===== src/rtl/load_store_pkg.sv =====
// Types and constants shared by the load and store byte-lane logic.
package load_store_pkg;

  typedef enum logic [1:0] {
    StIdle,
    StRead,
    StDone,
    StErr
  } state_e;

  localparam logic DT_WORD = 1'b1;
  localparam logic DT_BYTE = 1'b0;

  localparam logic [1:0] OFF_B0 = 2'b00;
  localparam logic [1:0] OFF_B1 = 2'b01;
  localparam logic [1:0] OFF_B2 = 2'b10;
  localparam logic [1:0] OFF_B3 = 2'b11;

endpackage


===== src/rtl/load_unit_if.sv =====
// Pipeline-side load request/response and data-memory read port of the load unit.
interface load_unit_if;
  logic        ld_req;
  logic [31:0] ld_addr;
  logic        ld_dt;
  logic        ld_signed;
  logic        busy;
  logic        ld_valid;
  logic [31:0] ld_data;
  logic        ld_err;
  logic        mem_rd;
  logic [31:0] mem_addr;
  logic [31:0] mem_rdata;
  logic        mem_ack;

  // Load unit side
  modport slave (
    input  ld_req, ld_addr, ld_dt, ld_signed, mem_rdata, mem_ack,
    output busy, ld_valid, ld_data, ld_err, mem_rd, mem_addr
  );

  // Pipeline plus data memory side
  modport master (
    output ld_req, ld_addr, ld_dt, ld_signed, mem_rdata, mem_ack,
    input  busy, ld_valid, ld_data, ld_err, mem_rd, mem_addr
  );
endinterface


===== src/rtl/load_align.sv =====
// Selects the addressed byte of a read word and extends it; words pass through untouched.
module load_align
  import load_store_pkg::*;
(
  input  logic [31:0] rdata,
  input  logic [1:0]  off,
  input  logic        dt,
  input  logic        sign_ext,
  output logic [31:0] data
);

  logic [7:0] byte_sel;

  always_comb begin
    byte_sel = rdata[7:0];
    unique case (off)
      OFF_B0: byte_sel = rdata[7:0];
      OFF_B1: byte_sel = rdata[15:8];
      OFF_B2: byte_sel = rdata[23:16];
      OFF_B3: byte_sel = rdata[31:24];
      default: byte_sel = rdata[7:0];
    endcase

    if (dt == DT_BYTE) begin
      data = sign_ext ? {{24{byte_sel[7]}}, byte_sel} : {24'b0, byte_sel};
    end else begin
      data = rdata;
    end
  end

endmodule


===== src/rtl/load_unit.sv =====
// Executes lw/lb/lbu against a variable-latency data memory with a read timeout.
module load_unit
  import load_store_pkg::*;
#(
  parameter int unsigned TIMEOUT = 16,
  parameter int unsigned CNT_W   = 8
) (
  input logic         clk,
  input logic         rst_n,
  load_unit_if.slave  bus
);

  state_e            state_q, state_d;
  logic [CNT_W-1:0]  cnt_q, cnt_d;
  logic [1:0]        off_q, off_d;
  logic              dt_q, dt_d;
  logic              sgn_q, sgn_d;
  logic              busy_q, busy_d;
  logic              valid_q, valid_d;
  logic              err_q, err_d;
  logic              rd_q, rd_d;
  logic [31:0]       data_q, data_d;
  logic [31:0]       addr_q, addr_d;
  logic [31:0]       aligned;
  logic              misaligned;
  logic              timeout;

  assign misaligned = (bus.ld_dt == DT_WORD) && (bus.ld_addr[1:0] != OFF_B0);
  assign timeout    = (cnt_q == CNT_W'(TIMEOUT - 1));

  load_align u_align (
    .rdata    (bus.mem_rdata),
    .off      (off_q),
    .dt       (dt_q),
    .sign_ext (sgn_q),
    .data     (aligned)
  );

  always_ff @(posedge clk) begin
    if (!rst_n) begin
      state_q <= StIdle;
    end else begin
      state_q <= state_d;
    end
  end

  always_comb begin
    state_d = state_q;
    unique case (state_q)
      StIdle: begin
        if (bus.ld_req) begin
          state_d = misaligned ? StErr : StRead;
        end
      end
      // An acknowledge on the final allowed cycle still completes the load.
      StRead: begin
        if (bus.mem_ack) begin
          state_d = StDone;
        end else if (timeout) begin
          state_d = StErr;
        end
      end
      StDone:  state_d = StIdle;
      StErr:   state_d = StIdle;
      default: state_d = StIdle;
    endcase
  end

  always_comb begin
    cnt_d   = cnt_q;
    off_d   = off_q;
    dt_d    = dt_q;
    sgn_d   = sgn_q;
    data_d  = data_q;
    addr_d  = addr_q;
    busy_d  = (state_d != StIdle);
    valid_d = (state_d == StDone);
    err_d   = (state_d == StErr);
    rd_d    = (state_d == StRead);

    unique case (state_q)
      StIdle: begin
        if (bus.ld_req && !misaligned) begin
          off_d  = bus.ld_addr[1:0];
          dt_d   = bus.ld_dt;
          sgn_d  = bus.ld_signed;
          addr_d = {bus.ld_addr[31:2], 2'b00};
          cnt_d  = '0;
        end
      end
      StRead: begin
        if (bus.mem_ack) begin
          data_d = aligned;
        end else begin
          cnt_d = cnt_q + 1'b1;
        end
      end
      default: ;
    endcase

    if (state_d == StErr) begin
      data_d = '0;
    end
  end

  always_ff @(posedge clk) begin
    if (!rst_n) begin
      cnt_q   <= '0;
      off_q   <= OFF_B0;
      dt_q    <= DT_BYTE;
      sgn_q   <= 1'b0;
      busy_q  <= 1'b0;
      valid_q <= 1'b0;
      err_q   <= 1'b0;
      rd_q    <= 1'b0;
      data_q  <= '0;
      addr_q  <= '0;
    end else begin
      cnt_q   <= cnt_d;
      off_q   <= off_d;
      dt_q    <= dt_d;
      sgn_q   <= sgn_d;
      busy_q  <= busy_d;
      valid_q <= valid_d;
      err_q   <= err_d;
      rd_q    <= rd_d;
      data_q  <= data_d;
      addr_q  <= addr_d;
    end
  end

  assign bus.busy     = busy_q;
  assign bus.ld_valid = valid_q;
  assign bus.ld_err   = err_q;
  assign bus.ld_data  = data_q;
  assign bus.mem_rd   = rd_q;
  assign bus.mem_addr = addr_q;

endmodule

===== src/flat_wrapper.sv =====
// flat-port wrapper written by rule: the top's interface ports become plain ports
module load_unit_flat import load_store_pkg::*;
#(
  parameter int unsigned TIMEOUT = 16,
  parameter int unsigned CNT_W   = 8
)
  (clk, rst_n, bus_ld_req, bus_ld_addr, bus_ld_dt, bus_ld_signed, bus_mem_rdata, bus_mem_ack, bus_busy, bus_ld_valid, bus_ld_data, bus_ld_err, bus_mem_rd, bus_mem_addr);
  load_unit_if bus_i ();
  input logic clk;
  input logic rst_n;
  input wire logic [$bits(bus_i.ld_req)-1:0] bus_ld_req;
  input wire logic [$bits(bus_i.ld_addr)-1:0] bus_ld_addr;
  input wire logic [$bits(bus_i.ld_dt)-1:0] bus_ld_dt;
  input wire logic [$bits(bus_i.ld_signed)-1:0] bus_ld_signed;
  input wire logic [$bits(bus_i.mem_rdata)-1:0] bus_mem_rdata;
  input wire logic [$bits(bus_i.mem_ack)-1:0] bus_mem_ack;
  output wire logic [$bits(bus_i.busy)-1:0] bus_busy;
  output wire logic [$bits(bus_i.ld_valid)-1:0] bus_ld_valid;
  output wire logic [$bits(bus_i.ld_data)-1:0] bus_ld_data;
  output wire logic [$bits(bus_i.ld_err)-1:0] bus_ld_err;
  output wire logic [$bits(bus_i.mem_rd)-1:0] bus_mem_rd;
  output wire logic [$bits(bus_i.mem_addr)-1:0] bus_mem_addr;
  assign bus_i.ld_req = bus_ld_req;
  assign bus_i.ld_addr = bus_ld_addr;
  assign bus_i.ld_dt = bus_ld_dt;
  assign bus_i.ld_signed = bus_ld_signed;
  assign bus_i.mem_rdata = bus_mem_rdata;
  assign bus_i.mem_ack = bus_mem_ack;
  assign bus_busy = bus_i.busy;
  assign bus_ld_valid = bus_i.ld_valid;
  assign bus_ld_data = bus_i.ld_data;
  assign bus_ld_err = bus_i.ld_err;
  assign bus_mem_rd = bus_i.mem_rd;
  assign bus_mem_addr = bus_i.mem_addr;
  load_unit #(.TIMEOUT(TIMEOUT), .CNT_W(CNT_W)) u_core (.clk(clk), .rst_n(rst_n), .bus(bus_i));
endmodule

===== config.mk =====
export PLATFORM = sky130hd
export DESIGN_NAME = load_unit_flat
export DESIGN_NICKNAME = d
export VERILOG_FILES = /design/src/rtl/load_store_pkg.sv /design/src/rtl/load_unit_if.sv /design/src/rtl/load_align.sv /design/src/rtl/load_unit.sv /design/src/flat_wrapper.sv
export SDC_FILE = /design/constraint.sdc
export NUM_CORES = 1
export LEC_CHECK = 0
export BUFFER_PORTS_ARGS = -buffer_cell sky130_fd_sc_hd__buf_2
export CORE_ASPECT_RATIO = 1.4
export CORE_UTILIZATION = 50
export CTS_BUF_LIST = sky130_fd_sc_hd__clkbuf_8
export DETAILED_ROUTE_END_ITERATION = 10
export PLACE_DENSITY_LB_ADDON = 0.05
export SLEW_MARGIN = 20
export SYNTH_ARGS = -nofsm -noshare
export SYNTH_HDL_FRONTEND = slang
export SYNTH_SLANG_ARGS = --single-unit

===== constraint.sdc =====
create_clock -name clk -period 3.9 [get_ports clk]
set_input_delay 0.195 -clock clk [delete_from_list [all_inputs] [get_ports clk]]
set_output_delay 0.195 -clock clk [all_outputs]
set_load 0.005 [all_outputs]

==> metrics.md, run 1 <==
| Metric | Value |
|---|---|
| Instance count along the most critical hold path | 3 |
| Cell-by-cell listing of the critical path | or4_4 -> nor4b_4 -> a2bb2oi_4 -> o22ai_2 |
| Share of final-layout standard cells stronger than drive strength 1 | 34.1% |
| Non-filler cells in the finished layout | roughly 630 |
| DP HPWL | 6.34 mm |
| CP Max Fanout | 32 |
| Placed cell areas | 0.00421 mm^2 |
| Clk root buf | clkbuf_8 |
| Kind of path behind the tightest hold check | input pin to flip-flop |
| Crit path setup slack, layout | 1.42 ns |
| Cell leakage power | 1.96 nW |
| Fraction of the yosys area taken by sequential cells | 45.2% |
| Data arrival time of the critical path | around 2.7 ns |
| Count of final setup violators | 0 |
| Cell type of the slowest stage on the worst timing path | a2bb2oi_4 |
| Worst path max stage delay | 0.88 ns |
| Synth-to-Final Area Change | 23.9% |
| Relative slew slack | 24.1% |
| CTS tree | built |
| Antenna violations before repair | 0 |
| Avg WL per Cell | 14.1 um |
| X dimension of the die | 73.1 um |
| Maximum capacitance violations | 0 |
| Worst r2r dst | u_core.bus.ld_data[30] |
| Peak Freq | 403 MHz |
| Source of the worst register-to-register timing path | u_core.cnt_q[4] |
| Yosys cell types | 43 |
| Most used flip-flop cell after synthesis | dfxtp_1 |
| Wire length of the first global-routing pass | 13.8 mm |
| Area used by multi-input combinational logic | 0.00177 mm^2 |
| Register bit count reported by yosys | 80 |
| Outcome | completed |
| Final Cell Area | 0.00439 mm^2 |
| Hold_buf cts | 0 |
| Aggregate negative setup slack | 0 ns |
| Number of buffers created by CTS | 9 |
| Number of buffers on the longest clock path | 2 |
| Data required, critical path | 4.09 ns |
| Sinks on Clock Net | 80 |
| Post_cts resized | 0 |
| Starting density of the core | 52.9% |
| Critical path startpoint | u_core.cnt_q[4] |
| Number of standard cells after synthesis | around 410 |
| PortBufs | 135 |
| Filler cell count in the final layout | 640 |
| Count of pins on the block boundary | 138 |
| PwrDens | a little over 400 mW/mm^2 |
| Placed instance count | 612 |
| Post-Route Skew | 0.0155 ns |
| Kind of critical path | flip-flop to flip-flop |
| Post-synthesis area per instance | 8.62 um^2 |
| Sink of the worst hold path | u_core.bus.mem_addr[28] |
| Maximum number of pins on one net before global-route repair | 49 |
| First-pass DRT Iterations | 4 |
| Count of yosys warnings during synthesis | 0 |
| Number of DRC markers in iteration 0 | roughly 110 |
| Capturing element type of the critical path | flip-flop |
| GPL Wtd Cong | 0.775 |
| Count of vias placed by the detailed router | 3,237 |
| Final count of pins violating max slew | 0 |
| Slew at the pin with the worst max-slew slack | 1.13 ns |
| EDFF count, synth | 0 |
| Crit start category | flip-flop |
| Clock network latency to the later pin of the worst-skew pair | about 0.35 ns |
| Share of the clock period used by the worst path | between 60% and 70% |
| Nets | 602 |
| Register-to-register setup slack | between 1 and 1.5 ns |
| Fraction of synthesis flops using an asynchronous set or reset pin | 0% |
| Overall track demand over capacity in global routing | 24.3% |
| Depth of the CTS H-tree | 3 |
| CTS clk-pin slew, worst paths | ~0.090 ns |
| Period minus WS final | 2.48 ns |
| # DRC | 0 |
| Number of global-route vias before repair | about 2,900 |
| Routed via count divided by cell count | 5.15 |
| Beginning of the worst hold path | bus_ld_addr[28] |
| Seq. cell area | 0.00160 mm^2 |
| Buffers inserted during post-CTS setup optimization | 0 |
| Vertical die dimension | 102 um |
| Met1 Resource Use GR | 28.7% |
| Peak supply drop | about 0.26 mV |
| Met3 Use GR | 5.57% |
| Routing usage on met2 | a little over two fifths |
| DIE AREA | 0.00743 mm^2 |
| Worst slack, placed | 1.44 ns |
| Synthesized cell area | ~0.0035 mm^2 |
| Antenna Cells | 0 |
| Busiest layer in global routing | met2 |
| Post-detailed-route count of antenna-violating nets | 0 |
| Site row count | 35 |
| Final wirelength | 8.83 mm |
| RSZ-0062 raised after global routing | false |
| Total congestion overflow | 0 |
| Final Hold Violating Endpoints | 0 |
| Depth of the worst register-to-register path | 4 |
| Total core area | 0.00670 mm^2 |
## synth_stat cells (all sizes together), types with 2 or more instances
master / instances / area [um^2]
a22oi: 2 / 15.0
xor2: 2 / 17.5
o22ai: 31 / 313
nand3: 2 / 10.0
inv: 3 / 11.3
a2bb2oi: 9 / 96.4
buf: 8 / 76.3
nand2: 67 / 251
mux2i: 8 / 80.1
nand2b: 4 / 25.0
dfxtp: 80 / 1600
o21ai: 28 / 140
or4: 3 / 26.3
nor2: 48 / 180
clkbuf: 23 / 86.3
or3b: 2 / 17.5
a21oi: 37 / 185
nor3: 9 / 45.0
o31ai: 2 / 15.0
nor2b: 2 / 12.5
and2: 25 / 156
nor3b: 2 / 20.0
## routing by layer
metal	share of wire, %	vias up
li1	-	1650
met1	42	1489
met2	52	89
met3	5.3	9
met4	1.2	0
met5	0	-
## sequential cells by signal, indices dropped and copies added, names as in the netlist
| register | count |
|---|---|
| u_core.off_q | 2 |
| u_core.sgn_q | 1 |
| u_core.bus.ld_data | 32 |
| u_core.bus.busy | 1 |
| u_core.bus.ld_err | 1 |
| u_core.state_q | 2 |
| u_core.dt_q | 1 |
| u_core.bus.mem_addr | 30 |
| u_core.cnt_q | 8 |
| u_core.bus.mem_rd | 1 |
| u_core.bus.ld_valid | 1 |
## metrics by stage
stage	util, %	hold WS [ns]	total power [mW]
3_5_place_dp	62.9	0.440	1.26
6_report	65.5	0.0744	1.79
4_1_cts	65.5	0.0551	1.80
5_1_grt	65.5	0.0628	1.88
3_3_place_gp	62.5	0.434	1.25
2_1_floorplan	-	0.331	1.13
## layout by cell type, fill, tap and decap left out, types with 9 or more instances in the layout
| cell | n |
|---|---|
| a21oi_1 | 37 |
| nor3_1 | 9 |
| dfxtp_1 | 80 |
| clkbuf_8 | 10 |
| o21ai_0 | 27 |
| nand2_1 | 66 |
| and2_1 | 25 |
| o22ai_2 | 19 |
| nor2_1 | 48 |
| o22ai_1 | 12 |
| buf_2 | 135 |
## final cells by class
type	count	area share, %
Inverter	3	0.257
Sequential cell	80	36.5
Timing Repair Buffer	139	16.3
Clock buffer	10	3.14
Tap cell	92	2.62
Clock inverter	6	0.827
Multi-Input combinational cell	298	40.4
## cells by family (layout without fill, tap and decap cells)
group / Yosys count / in the layout / synth area share (%)
flops: 80 / 80 / 45.2
xor+xnor: 3 / 3 / 0.742
mux: 9 / 9 / 2.90
fa+ha+maj: 1 / 1 / 0.353
buf+inv: 34 / 158 / 4.91
compound gates: 113 / 113 / 23.0
simple gates: 170 / 170 / 22.7
other cells: 1 / 2 / 0.106
## how the worst max path moves through the flow
| stage | endpoint | slack (ns) | depth (start not counted) |
|---|---|---|---|
| after CTS | u_core.bus.ld_data[30] | 1.41 | 4 |
| after global routing | u_core.bus.ld_data[11] | 1.23 | 5 |
| after global placement | u_core.bus.ld_data[30] | 1.47 | 4 |
| after detailed placement | u_core.bus.ld_data[30] | 1.44 | 4 |
| after floorplan | u_core.bus.ld_data[10] | 2.09 | 5 |
| final | u_core.bus.ld_data[30] | 1.42 | 4 |
## report_power, final
part / total, mW / switching (mW) / internal (mW)
logic: 0.319 / 0.166 / 0.153
clock network: 0.547 / 0.302 / 0.245
registers: 0.920 / 0.0392 / 0.881
## critical path: cells and delay by family (launching register included)
family / cells / cell delay (ns)
compound gates: 2 / 1.05
simple gates: 2 / 0.93
flops: 1 / 0.34
Note: power is estimated with default switching activity, not from simulation.
==> run 2, diff against run 1 <==
==> constraint.sdc (replaced) <==
create_clock -name clk -period 2.3 [get_ports clk]
set_input_delay 0.115 -clock clk [delete_from_list [all_inputs] [get_ports clk]]
set_output_delay 0.115 -clock clk [all_outputs]
set_load 0.005 [all_outputs]
==> metrics.md, run 2 (same netlist as run 1, synthesis figures left out) <==
| Metric | Value |
|---|---|
| Outcome | completed |
| Antenna Cells | 0 (unchanged) |
| Register-to-register setup slack | 0.24 ns (-1.18 ns) |
| DP HPWL | 6.58 mm (+3.7%) |
| Peak supply drop | 0.430 mV (+63%) |
| Source of the worst register-to-register timing path | u_core.cnt_q[4] |
| Antenna violations before repair | 0 (unchanged) |
| # DRC | 0 (unchanged) |
| Post_cts resized | 0 (unchanged) |
| Count of final setup violators | 0 (unchanged) |
| Placed instance count | 620 (+1.3%) |
| Clock network latency to the later pin of the worst-skew pair | 0.35 ns (about the same) |
| Capturing element type of the critical path | flip-flop |
| First-pass DRT Iterations | 4 (unchanged) |
| Max reg flops | 32 (unchanged) |
| Post-detailed-route count of antenna-violating nets | 0 (unchanged) |
| Filler cell count in the final layout | 548 (-14%) |
| Sinks on Clock Net | 80 (unchanged) |
| Share of final-layout standard cells stronger than drive strength 1 | 33.3% (-0.81 points) |
| Crit path setup slack, layout | 0.244 ns (-1.18 ns) |
| Instance count along the most critical hold path | 3 (unchanged) |
| Number of buffers on the longest clock path | 2 (unchanged) |
| Data arrival time of the critical path | 2.28 ns (-0.39 ns) |
| Routed via count divided by cell count | 5.21 (+1.1%) |
| Kind of path behind the tightest hold check | input pin to flip-flop |
| Total core area | 0.00670 mm^2 (unchanged) |
| Synth-to-Final Area Change | 34.9% |
| Number of buffers created by CTS | 9 (unchanged) |
| Cell type of the slowest stage on the worst timing path | or4_4 |
| Final Hold Violating Endpoints | 0 (unchanged) |
| PortBufs | 135 (unchanged) |
| Data required, critical path | 2.53 ns (-1.56 ns) |
| PwrDens | 667 mW/mm^2 (+64%) |
| Count of pins on the block boundary | 138 (unchanged) |
| Wire length of the first global-routing pass | 14.9 mm (+7.9%) |
| CP Max Fanout | 18 (-44%) |
| Maximum number of pins on one net before global-route repair | 49 (unchanged) |
| Cell class contributing the biggest share of worst-path delay | simple AND/OR/NAND/NOR gates |
| Crit start category | flip-flop |
| Depth of the worst register-to-register path | 5 (+1) |
| Cell leakage power | 2.14 nW (+9.2%) |
| Number of DRC markers in iteration 0 | 182 (+69%) |
| CTS clk-pin slew, worst paths | 0.08 ns (about the same) |
| Final count of pins violating max slew | 0 (unchanged) |
| RSZ-0062 raised after global routing | false |
| Peak Freq | 486 MHz (+21%) |
| Overall track demand over capacity in global routing | 26.2% (+1.9 points) |
| Cell-by-cell listing of the critical path | or4_4 -> nor4b_4 -> a2bb2oi_4 -> buf_12 -> o22ai_1 |
| Site row count | 35 (unchanged) |
| Worst r2r dst | u_core.bus.ld_data[11] |
| Seq. cell area | 0.00160 mm^2 (unchanged) |
| Non-filler cells in the finished layout | 665 (+5.9%) |
| Period minus WS final | 2.06 ns (-0.423 ns) |
| CTS tree | built |
| Kind of critical path | flip-flop to flip-flop |
| Aggregate negative setup slack | 0 ns (unchanged) |
| X dimension of the die | 73.1 um (unchanged) |
| DIE AREA | 0.00743 mm^2 (unchanged) |
| Post-Route Skew | 0.00486 ns (-0.0106 ns) |
| Number of global-route vias before repair | 3,265 (+12%) |
| Critical path startpoint | u_core.cnt_q[4] |
| Maximum capacitance violations | 0 (unchanged) |
| Total congestion overflow | 0 (unchanged) |
| Worst slack, placed | 0.245 ns (-1.19 ns) |
| GPL Wtd Cong | 0.778 (+0.28%) |
| Share of the clock period used by the worst path | 89.4% (+26 points) |
| Commonest cells after routing, fill and taps aside | 135 x buf_2, 80 x dfxtp_1, 67 x nand2_1 |
| Clk root buf | clkbuf_8 |
| Count of vias placed by the detailed router | 3,465 (+7.0%) |
| Final wirelength | 9.52 mm (+7.7%) |
| Nets | 639 (+6.1%) |
| Last element of the critical path | u_core.bus.ld_data[11] |
| Worst path max stage delay | 0.53 ns (-0.35 ns) |
| Most common library cell in the layout ignoring fill and taps | buf_2 |
| Depth of the CTS H-tree | 3 (unchanged) |
| Stages on the worst setup path | 5 (+1) |
| Total buffers and inverters traversed by the critical path | 1 (+1) |
| Avg WL per Cell | 14.3 um (+1.7%) |
| Area used by multi-input combinational logic | 0.00177 mm^2 (-0.14%) |
| Starting density of the core | 52.9% (unchanged) |
| Vertical die dimension | 102 um (unchanged) |
## run 2: cell type report
cell class,count,area share [%]
Inverter,3,0.236
Timing Repair Buffer,176,22.6
Tap cell,92,2.41
Clock inverter,6,1.26
Multi-Input combinational cell,298,37.1
Sequential cell,80,33.5
Clock buffer,10,2.88
## run 2: worst reg2reg max path, cell delays in order (launching register included)
cell	delay [ns]
dfxtp_1	0.35
or4_4	0.53
nor4b_4	0.40
a2bb2oi_4	0.36
buf_12	0.22
o22ai_1	0.09
## run 2: per-layer routing
layer	global-route usage, %	share of wire (%)
met5	0	0
met4	13.0	2.7
met3	5.87	5.4
met2	46.8	53
met1	28.8	39
## run 2: how the worst min path moves through the flow
stage	from	to	slack (ns)
global route	bus_ld_addr[4]	u_core.bus.mem_addr[4]	0.01
global placement	bus_ld_addr[12]	u_core.bus.mem_addr[12]	0.36
detailed placement	bus_ld_addr[20]	u_core.bus.mem_addr[20]	0.36
finish	bus_ld_addr[4]	u_core.bus.mem_addr[4]	0.02
floorplan	bus_ld_signed	u_core.sgn_q	0.25
CTS	bus_ld_addr[4]	u_core.bus.mem_addr[4]	0.001
## run 2: per-stage QoR
step	area, um^2	power (mW)	utilization, %	hold slack (ns)
3_3_place_gp	4290	2.14	64.0	0.355
4_1_cts	4780	3.22	71.3	0.00143
3_5_place_dp	4290	2.16	64.0	0.362
6_report	4780	3.19	71.3	0.0157
5_1_grt	4780	3.35	71.3	0.0133
2_1_floorplan	3550	1.92	-	0.251
## run 2: where the power goes
part / switching, mW / internal (mW) / total [mW] / leakage (nW)
logic: 0.310 / 0.307 / 0.617 / 1.39
registers: 0.0549 / 1.49 / 1.55 / 0.654
clock network: 0.495 / 0.525 / 1.02 / 0.103
## run 2: what timing repair did
item | CTS | global route
setup buffers | 0 | 0
hold buffers | 29 | 0
endpoints found under the hold margin | 29 | 0
